`config.mk`:
```
export PLATFORM = sky130hd
export DESIGN_NAME = sfifo_flat
export DESIGN_NICKNAME = d
export VERILOG_FILES = /design/src/rtl/sfifo_if.sv /design/src/rtl/sfifo.sv /design/src/flat_wrapper.sv
export SDC_FILE = /design/constraint.sdc
export NUM_CORES = 1
export LEC_CHECK = 0
export CAP_MARGIN = 10
export CELL_PAD_IN_SITES_DETAIL_PLACEMENT = 1
export CELL_PAD_IN_SITES_GLOBAL_PLACEMENT = 1
export CORE_ASPECT_RATIO = 0.6
export CORE_UTILIZATION = 40
export DETAILED_ROUTE_END_ITERATION = 7
export HOLD_SLACK_MARGIN = 0.05
export PLACE_DENSITY = 0.63
export SYNTH_ARGS = -nofsm -noshare
export SYNTH_HDL_FRONTEND = slang
export SYNTH_SLANG_ARGS = --single-unit
```
`constraint.sdc`:
```
create_clock -name clk -period 3.2 [get_ports clk]
set_input_delay 0.48 -clock clk [delete_from_list [all_inputs] [get_ports clk]]
set_output_delay 0.48 -clock clk [all_outputs]
set_load 0.005 [all_outputs]
```
`src/rtl/sfifo_if.sv`:
```
// Handshake bundle between a producer/consumer pair and the sfifo buffer.
// The master side drives requests and write data; the slave side returns data and status.
interface sfifo_if #(
    parameter int unsigned DATA_W = 4
) ();
    logic              wr_en;
    logic              rd_en;
    logic [DATA_W-1:0] din;
    logic [DATA_W-1:0] dout;
    logic              full;
    logic              empty;

    modport master (
        output wr_en,
        output rd_en,
        output din,
        input  dout,
        input  full,
        input  empty
    );

    modport slave (
        input  wr_en,
        input  rd_en,
        input  din,
        output dout,
        output full,
        output empty
    );
endinterface

```
`src/rtl/sfifo.sv`:
```
// Single-clock FIFO with registered read data (no fall-through) and count-decoded flags.
// rst_n keeps its legacy name but is an asynchronous active-high reset.
module sfifo #(
    parameter int unsigned DATA_W = 4,
    parameter int unsigned DEPTH  = 8,
    localparam int unsigned ADDR_W = $clog2(DEPTH)
) (
    input logic   clk,
    input logic   rst_n,
    sfifo_if.slave bus
);
    localparam logic [ADDR_W:0] FullCount = (ADDR_W + 1)'(DEPTH);

    logic [DATA_W-1:0] mem [DEPTH];

    logic [ADDR_W-1:0] wp_q, wp_d;
    logic [ADDR_W-1:0] rp_q, rp_d;
    logic [ADDR_W:0]   count_q, count_d;
    logic [DATA_W-1:0] dout_q, dout_d;

    logic empty_flag;
    logic full_flag;
    logic we;
    logic re;

    always_comb begin
        empty_flag = (count_q == '0);
        full_flag  = (count_q == FullCount);
        // A read in the same cycle frees the slot, so a write into a full FIFO is still taken.
        we = bus.wr_en & (~full_flag | bus.rd_en);
        re = bus.rd_en & ~empty_flag;
    end

    always_comb begin
        wp_d    = wp_q;
        rp_d    = rp_q;
        count_d = count_q;
        dout_d  = dout_q;
        if (we) begin
            wp_d = wp_q + ADDR_W'(1);
        end
        if (re) begin
            rp_d   = rp_q + ADDR_W'(1);
            dout_d = mem[rp_q];
        end
        case ({we, re})
            2'b10:   count_d = count_q + (ADDR_W + 1)'(1);
            2'b01:   count_d = count_q - (ADDR_W + 1)'(1);
            default: count_d = count_q;
        endcase
    end

    always_ff @(posedge clk or posedge rst_n) begin
        if (rst_n) begin
            wp_q    <= '0;
            rp_q    <= '0;
            count_q <= '0;
            dout_q  <= '0;
        end else begin
            wp_q    <= wp_d;
            rp_q    <= rp_d;
            count_q <= count_d;
            dout_q  <= dout_d;
        end
    end

    // Storage is never cleared; any write landing during reset is orphaned by the pointer reset.
    always_ff @(posedge clk) begin
        if (we) begin
            mem[wp_q] <= bus.din;
        end
    end

    assign bus.dout  = dout_q;
    assign bus.full  = full_flag;
    assign bus.empty = empty_flag;
endmodule

```
`src/flat_wrapper.sv`:
```
// flat-port wrapper written by rule: the top's interface ports become plain ports
module sfifo_flat 
#(
    parameter int unsigned DATA_W = 4,
    parameter int unsigned DEPTH  = 8,
    localparam int unsigned ADDR_W = $clog2(DEPTH)
)
  (clk, rst_n, bus_wr_en, bus_rd_en, bus_din, bus_dout, bus_full, bus_empty);
  sfifo_if #(.DATA_W(DATA_W)) bus_i ();
  input logic clk;
  input logic rst_n;
  input wire logic [$bits(bus_i.wr_en)-1:0] bus_wr_en;
  input wire logic [$bits(bus_i.rd_en)-1:0] bus_rd_en;
  input wire logic [$bits(bus_i.din)-1:0] bus_din;
  output wire logic [$bits(bus_i.dout)-1:0] bus_dout;
  output wire logic [$bits(bus_i.full)-1:0] bus_full;
  output wire logic [$bits(bus_i.empty)-1:0] bus_empty;
  assign bus_i.wr_en = bus_wr_en;
  assign bus_i.rd_en = bus_rd_en;
  assign bus_i.din = bus_din;
  assign bus_dout = bus_i.dout;
  assign bus_full = bus_i.full;
  assign bus_empty = bus_i.empty;
  sfifo #(.DATA_W(DATA_W), .DEPTH(DEPTH)) u_core (.clk(clk), .rst_n(rst_n), .bus(bus_i));
endmodule
```
==> out/qor.yml, run 1 <==
wl_um: 3860
clk_pin_slew_worst_paths_ps: 80
post-route-min-period_ps: 2750
antenna_found_initial: 0
slowest_delay_ps: 580
core_area_um2: 4730
area_delta_synth_final_pct: 14.3
finClkSkew_ps: 5.49
path_cells: "or4b_1 -> o21a_1 -> clkinv_2 -> ha_1 -> ha_1 -> a21oi_1 -> o21ai_0 -> nand2_1 -> o211ai_1"
numCtsBuffers: 5
wl_met2_um: 1680
gp_congestion: 0.721
wl_met3_um: 147
yosysSeqAreaShare_pct: 64.6
yosysMostFrequentCell: "edfxtp_1"
final_antenna_net_count: 0
tns_ps: 0
die_w_um: 94.0
worstSkewPairLatency_ps: 290
p_leak_nw: 0.887
slowest_stage: "or4b_1"
vdd.ir_drop.worst_mv: 0.318
max_clock_freq_mhz: 364
cap_violations: 0
syn_area_um2: 2030
cp-startpoint: "u_core.count_q[2]"
n_antenna_cell: 0
synth_area_leaders: "edfxtp_1 (47%), dfrtp_1 (17%), mux2i_1 (8.4%), mux4_2 (4.4%), ha_1 (3.1%)"
grt_usage_pct: 16.4
die-area_um2: 5370
worst_pin_slew_ps: 982
dp_hpwl_um: 2940
drc: 0
drtIter0Drc: 44
critPathLaunchType: "flip-flop"
min_period_over_period_pct: 85.8
hold_buffers: 0
nets: 169
regToRegStartpoint: "u_core.count_q[2]"
path_class: "reg -> reg"
clockBufferDepth: 2
synth.largest_area_cell: "edfxtp_1"
layout_setup_ws_ps: 453
ys.warnings.count: 0
arrival_ps: 2910
synth_edf_count: 32
cts_root_buffer: "clkbuf_8"
initial_core_util_pct: 42.9
grt_max_degree: 19
grt_pass1_wl_um: 6070
num_vias: 1121
h-tree-depth: 2
cts.sinks: 46
cp.required_ps: 3360
gr-total-overflow: 0
io_pins: 14
via_per_inst: 5.12
power_density_nw_per_um2: 881
rows: 19
ys_top_cells_by_count: "edfxtp_1 (32), mux2i_1 (17), nand2_1 (16)"
dr.pass1.iters: 4
wire_per_inst_um: 17.6
syn-num-nets: 152
crit_path_end_kind: "flip-flop"
highest_layer: "met4"
ys_seq_elements: 46
synth_top_area_share_pct: 47.3
fin_util_pct: 49.0
synth_cells: 138
synth_area_per_cell_um2: 14.7
slew_violations: 0
hold_class: "reg -> reg"
synth.distinct_cells: 27
cts_resized: 0
finalSetupViolations: 0
min_from: "u_core.bus.dout[1]"
fp.dieH_um: 57.2
status: "complete, no violations"
cts_tree: "done"
crit_top_cell: "ha_1"
io_buffers: 13
power_w: 0.00204
wl_met1_um: 2000
ys.flop_type: "edfxtp_1"
grt_setup_unrepaired: "false"
path_max_fanout: 7
drive_gt1_share_pct: 12.2
slew_headroom_pct: 34.5
cts_setup_buffers: 0
first_global_vias: 1133
hold_violations: 0
pre_cts_ws_ps: 547
synth-async-reset-ratio_pct: 30.4
[cell type report]
type,count,area (um2)
Clock buffer,5,68.8
Clock inverter,3,43.8
Fill cell,478,2410
Inverter,9,35.0
Multi-Input combinational cell,78,637
Sequential cell,46,1310
Tap cell,63,78.8
Timing Repair Buffer,15,145
[layout by cell type, fill, tap and decap left out, types with 4 or more instances in the layout]
master            n
inv_1             8
clkbuf_8          5
mux2i_1          17
edfxtp_1         32
nor3_1            5
dfrtp_1          14
nor2_1            4
o21ai_2           4
xnor2_1           5
mux4_2            4
nand2_1          16
ha_1              5
clkdlybuf4s50_1  13
[layer usage]
| layer | vias up | GRT usage (%) |
|---|---|---|
| li1 | 534 | - |
| met5 | - | 0 |
| met2 | 24 | 23.0 |
| met1 | 557 | 24.5 |
| met3 | 6 | 4.80 |
| met4 | 0 | 5.27 |
[report_power, final]
group	internal (W)	leakage, nW	total, W	switching, W
clock	0.000234	0.0585	0.000421	0.000187
sequential	0.000792	0.458	0.000975	0.000184
combinational	0.000346	0.371	0.000648	0.000302
total	0.00137	0.887	0.00204	0.000673
[critical path: cells and delay by family, from the launching register on]
kind	cells	cell delay, ps
buffers and inverters	1	120
flip-flops	1	420
adder cells (fa/ha/maj)	2	580
AND/OR/NAND/NOR	2	670
AO/OA/AOI/OAI	4	820
[cells by family after synthesis]
group,count (synthesis),share of synthesized area (%)
buf+inv,14,4.01
fa+ha+maj,6,4.07
mux,21,12.8
simple gates,35,8.32
flops,46,64.6
compound gates,10,3.58
xor+xnor,6,2.59
[through the flow]
step,hold WS (ps),area [um2],cells
global route,515,2320,219
detailed placement,467,2210,211
floorplan,369,2030,138
finish,481,2320,219
CTS,486,2320,219
global placement,463,2210,211
[registers in the layout, summed over array words and instances (netlist names)]
signal           flops
u_core.wp_q          3
u_core.rp_q          3
u_core.mem          32
u_core.bus.dout      4
u_core.count_q       4
[final timing paths]
check	to	slack, ps	cells past startpoint
min reg2reg	u_core.bus.dout[1]	480	2
max in group asynchronous	u_core.count_q[2]	2290	2
min	u_core.bus.dout[1]	480	2
min in group asynchronous	u_core.wp_q[2]	540	2
max reg2reg	u_core.count_q[3]	450	9
max	u_core.count_q[3]	450	9
Power figures use the tool's default switching activity.
==> run 2: changes to the inputs <==
--- a/config.mk
+++ b/config.mk
@@ -5,14 +5,15 @@
 export SDC_FILE = /design/constraint.sdc
 export NUM_CORES = 1
 export LEC_CHECK = 0
-export CAP_MARGIN = 10
+export ABC_AREA = 1
+export CAP_MARGIN = 20
 export CELL_PAD_IN_SITES_DETAIL_PLACEMENT = 1
 export CELL_PAD_IN_SITES_GLOBAL_PLACEMENT = 1
 export CORE_ASPECT_RATIO = 0.6
 export CORE_UTILIZATION = 40
 export DETAILED_ROUTE_END_ITERATION = 7
 export HOLD_SLACK_MARGIN = 0.05
-export PLACE_DENSITY = 0.63
+export PLACE_DENSITY = 0.66
 export SYNTH_ARGS = -nofsm -noshare
 export SYNTH_HDL_FRONTEND = slang
 export SYNTH_SLANG_ARGS = --single-unit
==> out/qor.yml, run 2 <==
crit_buf_inv: 1
io_pins: 14
synth-xor-area-share_pct: 1.22
tns_ps: 0
final_antenna_net_count: 0
final_common_cell: "nand2_1"
h-tree-depth: 2
synth_compound_area_share_pct: 1.16
finalSetupViolations: 0
status: "complete, no violations"
die_w_um: 96.8
initial_core_util_pct: 42.1
num_vias: 1471
clockBufferDepth: 2
drtIter0Drc: 92
cts_resized: 0
synth_edf_count: 32
worst_pin_slew_ps: 689
yosysSeqAreaShare_pct: 60.8
syn-num-nets: 237
hold_buffers: 0
grt_max_degree: 19
gr-total-overflow: 0
synth_area_per_cell_um2: 9.68
path_class: "reg -> reg"
mostFrequentLayoutCells: "nand2_1 (73), inv_1 (38), edfxtp_1 (32), nand3_1 (29), dfrtp_1 (14)"
critical-path-top-delay-family: "simple AND/OR/NAND/NOR gates"
crit_top_cell: "nand2_1"
arrival_ps: 2390
ys.warnings.count: 0
rows: 20
io_buffers: 13
worstSkewPairLatency_ps: 290
first_global_vias: 1427
cap_violations: 0
critPathLaunchType: "flip-flop"
ys_seq_elements: 46
crit_path_end_kind: "flip-flop"
antenna_found_initial: 0
cts_tree: "done"
vdd.ir_drop.worst_mv: 0.327
yosysMostFrequentCell: "nand2_1"
grt_setup_unrepaired: "false"
path_cells: "nor2_2 -> nand3_1 -> nand2_2 -> inv_4 -> ha_1 -> ha_1 -> or2_2 -> nand3_1 -> nand2_1 -> nand2_1 -> nand2_1"
via_per_inst: 4.81
dp_hpwl_um: 3490
synth_simple_gate_area_share_pct: 24.1
drc: 0
ys.flop_type: "edfxtp_1"
min_period_over_period_pct: 69.0
core_area_um2: 5130
post-route-min-period_ps: 2210
stdcell_count: 306
cts_setup_buffers: 0
slowest_delay_ps: 460
path_max_fanout: 9
p_leak_nw: 1.10
numCtsBuffers: 5
synth_top_family_by_area: "simple AND/OR/NAND/NOR gates"
synth_area_leaders: "edfxtp_1 (45%), dfrtp_1 (16%), nand2_1 (13%), nand3_1 (6.7%), inv_1 (6.6%)"
cp.required_ps: 3380
n_antenna_cell: 0
largest_register_ffs: 32
synth_cells: 223
wire_per_inst_um: 15.1
gp_congestion: 0.742
synth_top_area_share_pct: 44.5
synth.distinct_cells: 23
hold_violations: 0
slew_violations: 0
finClkSkew_ps: 7.36
slowest_stage: "dfrtp_1"
slew_headroom_pct: 54.1
power_density_nw_per_um2: 832
drive_gt1_share_pct: 7.92
dp.cells: 298
clk_pin_slew_worst_paths_ps: 80
synth.largest_area_cell: "edfxtp_1"
max_clock_freq_mhz: 453
area_delta_synth_final_pct: 12.1
ys_top_cells_by_count: "nand2_1 (73), inv_1 (38), edfxtp_1 (32)"
hold_class: "reg -> reg"
synth-async-reset-ratio_pct: 30.4
cts_root_buffer: "clkbuf_8"
wl_um: 4610
largest-register: "u_core.mem"
nets: 253
dr.pass1.iters: 4
syn_area_um2: 2160
grt_pass1_wl_um: 7670
fp.dieH_um: 58.9
synthAdderAreaFrac_pct: 3.83
synth_mux_area_share_pct: 0
cts.sinks: 46
grt_usage_pct: 18.5
die-area_um2: 5700
run 2: final timing paths:
path	startpoint	endpoint	slack (ps)	cells past startpoint
setup / recovery	u_core.count_q[1]	u_core.count_q[3]	990	11
hold / removal	u_core.bus.dout[3]	u_core.bus.dout[3]	490	2
setup reg to reg	u_core.count_q[1]	u_core.count_q[3]	990	11
hold reg to reg	u_core.bus.dout[3]	u_core.bus.dout[3]	490	2
max in group asynchronous	rst_n	u_core.count_q[3]	2300	2
min in group asynchronous	rst_n	u_core.bus.dout[2]	530	2
run 2: logic make-up after synthesis:
logic type,count (synthesis)
AND/OR/NAND/NOR,118
buffers and inverters,45
XOR/XNOR,3
adder cells (fa/ha/maj),6
AO/OA/AOI/OAI,5
flip-flops,46
run 2: report_power, final:
part	switching [W]	internal (W)	leakage, nW	total [W]
combinational	0.000451	0.000290	0.597	0.000741
sequential	0.000158	0.000782	0.460	0.000940
clock	0.000182	0.000151	0.0450	0.000334
total	0.000791	0.00122	1.10	0.00201
run 2: tightest hold or removal path: cells and delay by family (launching register included):
kind,cells,cell delay (ps)
flops,1,350
simple gates,2,120
run 2: metrics by stage:
| stage | worst slack [ps] | cell area [um2] | power, W | hold WS [ps] | utilization, % |
|---|---|---|---|---|---|
| after floorplan | 1220 | 2160 | 0.00145 | 369 | - |
| after global placement | 817 | 2340 | 0.00169 | 477 | 45.6 |
| after detailed placement | 789 | 2340 | 0.00170 | 479 | 45.6 |
| after CTS | 987 | 2420 | 0.00204 | 505 | 47.2 |
| after global routing | 786 | 2420 | 0.00220 | 543 | 47.2 |
| final | 992 | 2420 | 0.00201 | 494 | 47.2 |
run 2: routing by layer:
metal	vias to the layer above	global-route usage, %	part of all wire, %
met5	-	0	0
met4	0	5.76	1.0
met3	7	4.39	4.2
met2	26	26.1	40
met1	707	28.3	55
li1	731	-	-
run 2: layout make-up:
cell class	count	area, um2
fillers	581	2710
clock buffers	6	72.6
clock inverters	2	10.0
multi-input cells	132	654
flip-flops and latches	46	1310
repair buffers	13	130
inverters	41	159
well taps	66	82.6
==> run 3: changes to the inputs <==
==> constraint.sdc (replaced) <==
create_clock -name clk -period 2.2 [get_ports clk]
set_input_delay 0.33 -clock clk [delete_from_list [all_inputs] [get_ports clk]]
set_output_delay 0.33 -clock clk [all_outputs]
set_load 0.005 [all_outputs]
==> out/qor.yml, run 3 (synthesis results as in run 2) <==
tns_ps: 0
die_w_um: 96.8
path_cells: "nor2_4 -> nand3_2 -> nand2_2 -> inv_4 -> ha_1 -> ha_1 -> or2_2 -> nand2_1 -> nand3_1 -> nand2_1 -> nand2_1 -> nand2_1"
clockPowerShare_pct: 16.2
reg2reg_depth: 12
n_antenna_cell: 0
layout_setup_ws_ps: 174
area_delta_synth_final_pct: 15.4
hold_class: "in -> async"
crit_buf_inv: 1
sw_frac_of_total_pct: 39.2
switchingPower_w: 0.00119
cts.sinks: 46
via_per_inst: 4.80
drive_gt1_share_pct: 11.7
worstSkewPairLatency_ps: 290
hold_violations: 0
fp.dieH_um: 58.9
arrival_ps: 2260
path_max_fanout: 5
seqCellArea_um2: 1310
finalSetupViolations: 0
crit_cells: 12
dp_hpwl_um: 3660
grt_pass1_wl_um: 7840
slew_violations: 0
pre_cts_ws_ps: -49.2
clockBufferDepth: 2
p_leak_nw: 1.14
finClkSkew_ps: 7.23
pwr-share-seq_pct: 43.9
first_global_vias: 1471
largest-register: "u_core.mem"
mostFrequentLayoutCells: "nand2_1 (73), inv_1 (37), edfxtp_1 (32), nand3_1 (28)"
gr-total-overflow: 0
cts_root_buffer: "clkbuf_8"
slew_headroom_pct: 60.4
stdcell_count: 314
wl_um: 4790
slowest_delay_ps: 460
post-route-min-period_ps: 2030
nets: 261
antenna_found_initial: 0
path_class: "reg -> reg"
final_common_cell: "nand2_1"
power_density_nw_per_um2: 1220
num_vias: 1507
worst_pin_slew_ps: 594
cp.required_ps: 2430
dr.pass1.iters: 4
io_buffers: 13
cap_violations: 0
die-area_um2: 5700
final_antenna_net_count: 0
rows: 20
largest_register_ffs: 32
crit_path_end_kind: "flip-flop"
drc: 0
drtIter0Drc: 90
fillers: 586
slowest_stage: "dfrtp_2"
io_pins: 14
core_area_um2: 5130
cts_tree: "done"
crit_top_cell: "nand2_1"
gp_congestion: 0.770
min_period_over_period_pct: 92.1
multi_input_area_um2: 664
dp.cells: 306
grt_max_degree: 18
critPathLaunchType: "flip-flop"
initial_core_util_pct: 42.1
grt_setup_unrepaired: "false"
max_clock_freq_mhz: 494
p_comb_share_pct: 39.9
critical-path-top-delay-family: "simple AND/OR/NAND/NOR gates"
grt_usage_pct: 18.4
clk_pin_slew_worst_paths_ps: 90
h-tree-depth: 2
status: "complete, no violations"
numCtsBuffers: 5
vdd.ir_drop.worst_mv: 0.382
wire_per_inst_um: 15.3
intPower_w: 0.00185
## run 3: through the flow
stage	cell area [um2]	hold WS [ps]	power [W]	utilization [%]
2_1_floorplan	2160	219	0.00210	-
5_1_grt	2490	449	0.00327	48.5
3_5_place_dp	2400	469	0.00255	46.7
6_report	2490	398	0.00303	48.5
3_3_place_gp	2400	465	0.00251	46.7
4_1_cts	2480	420	0.00305	48.3
## run 3: layout make-up
type | count | area share (%)
Clock buffer | 6 | 2.91
Timing Repair Buffer | 21 | 7.64
Clock inverter | 2 | 0.352
Inverter | 41 | 6.38
Sequential cell | 46 | 52.7
Multi-Input combinational cell | 132 | 26.7
Tap cell | 66 | 3.32
## run 3: worst reg2reg max path: stages, from the launching register on
cell	delay, ps
dfrtp_2	460
nor2_4	130
nand3_2	80
nand2_2	90
inv_4	40
ha_1	250
ha_1	300
or2_2	300
nand2_1	70
nand3_1	60
nand2_1	70
nand2_1	50
nand2_1	50
## run 3: worst paths after layout
path / start / endpoint / slack, ps
setup / recovery: u_core.count_q[1] / u_core.count_q[3] / 170
hold / removal: rst_n / u_core.bus.dout[2] / 400
min in group clk: u_core.bus.dout[0] / u_core.bus.dout[0] / 490
max in group asynchronous: rst_n / u_core.count_q[1] / 1380
setup reg to reg: u_core.count_q[1] / u_core.count_q[3] / 170
hold reg to reg: u_core.bus.dout[0] / u_core.bus.dout[0] / 490
## run 3: metal layers
| layer | part of all wire [%] | vias to the layer above | track usage [%] |
|---|---|---|---|
| li1 | - | 751 | - |
| met1 | 55 | 727 | 28.6 |
| met2 | 40 | 27 | 25.8 |
| met3 | 4.8 | 2 | 4.28 |
| met4 | 0.25 | 0 | 4.48 |
| met5 | 0 | - | 0 |
## run 3: timing repair
action | CTS | global route
hold endpoints to repair | 0 | 0
buffers inserted | 0 | 0
resized for setup | 0 | 4
hold buffers | 0 | 0
endpoints found under the setup margin | 0 | 1
## run 3: power by group through the flow
stage / Combinational (W) / Sequential (W) / Clock, W
floorplan: 0.000839 / 0.00126 / 0
global placement: 0.00117 / 0.00134 / 0
detailed placement: 0.00121 / 0.00134 / 0
CTS: 0.00122 / 0.00132 / 0.000504
global route: 0.00138 / 0.00136 / 0.000530
finish: 0.00121 / 0.00133 / 0.000491
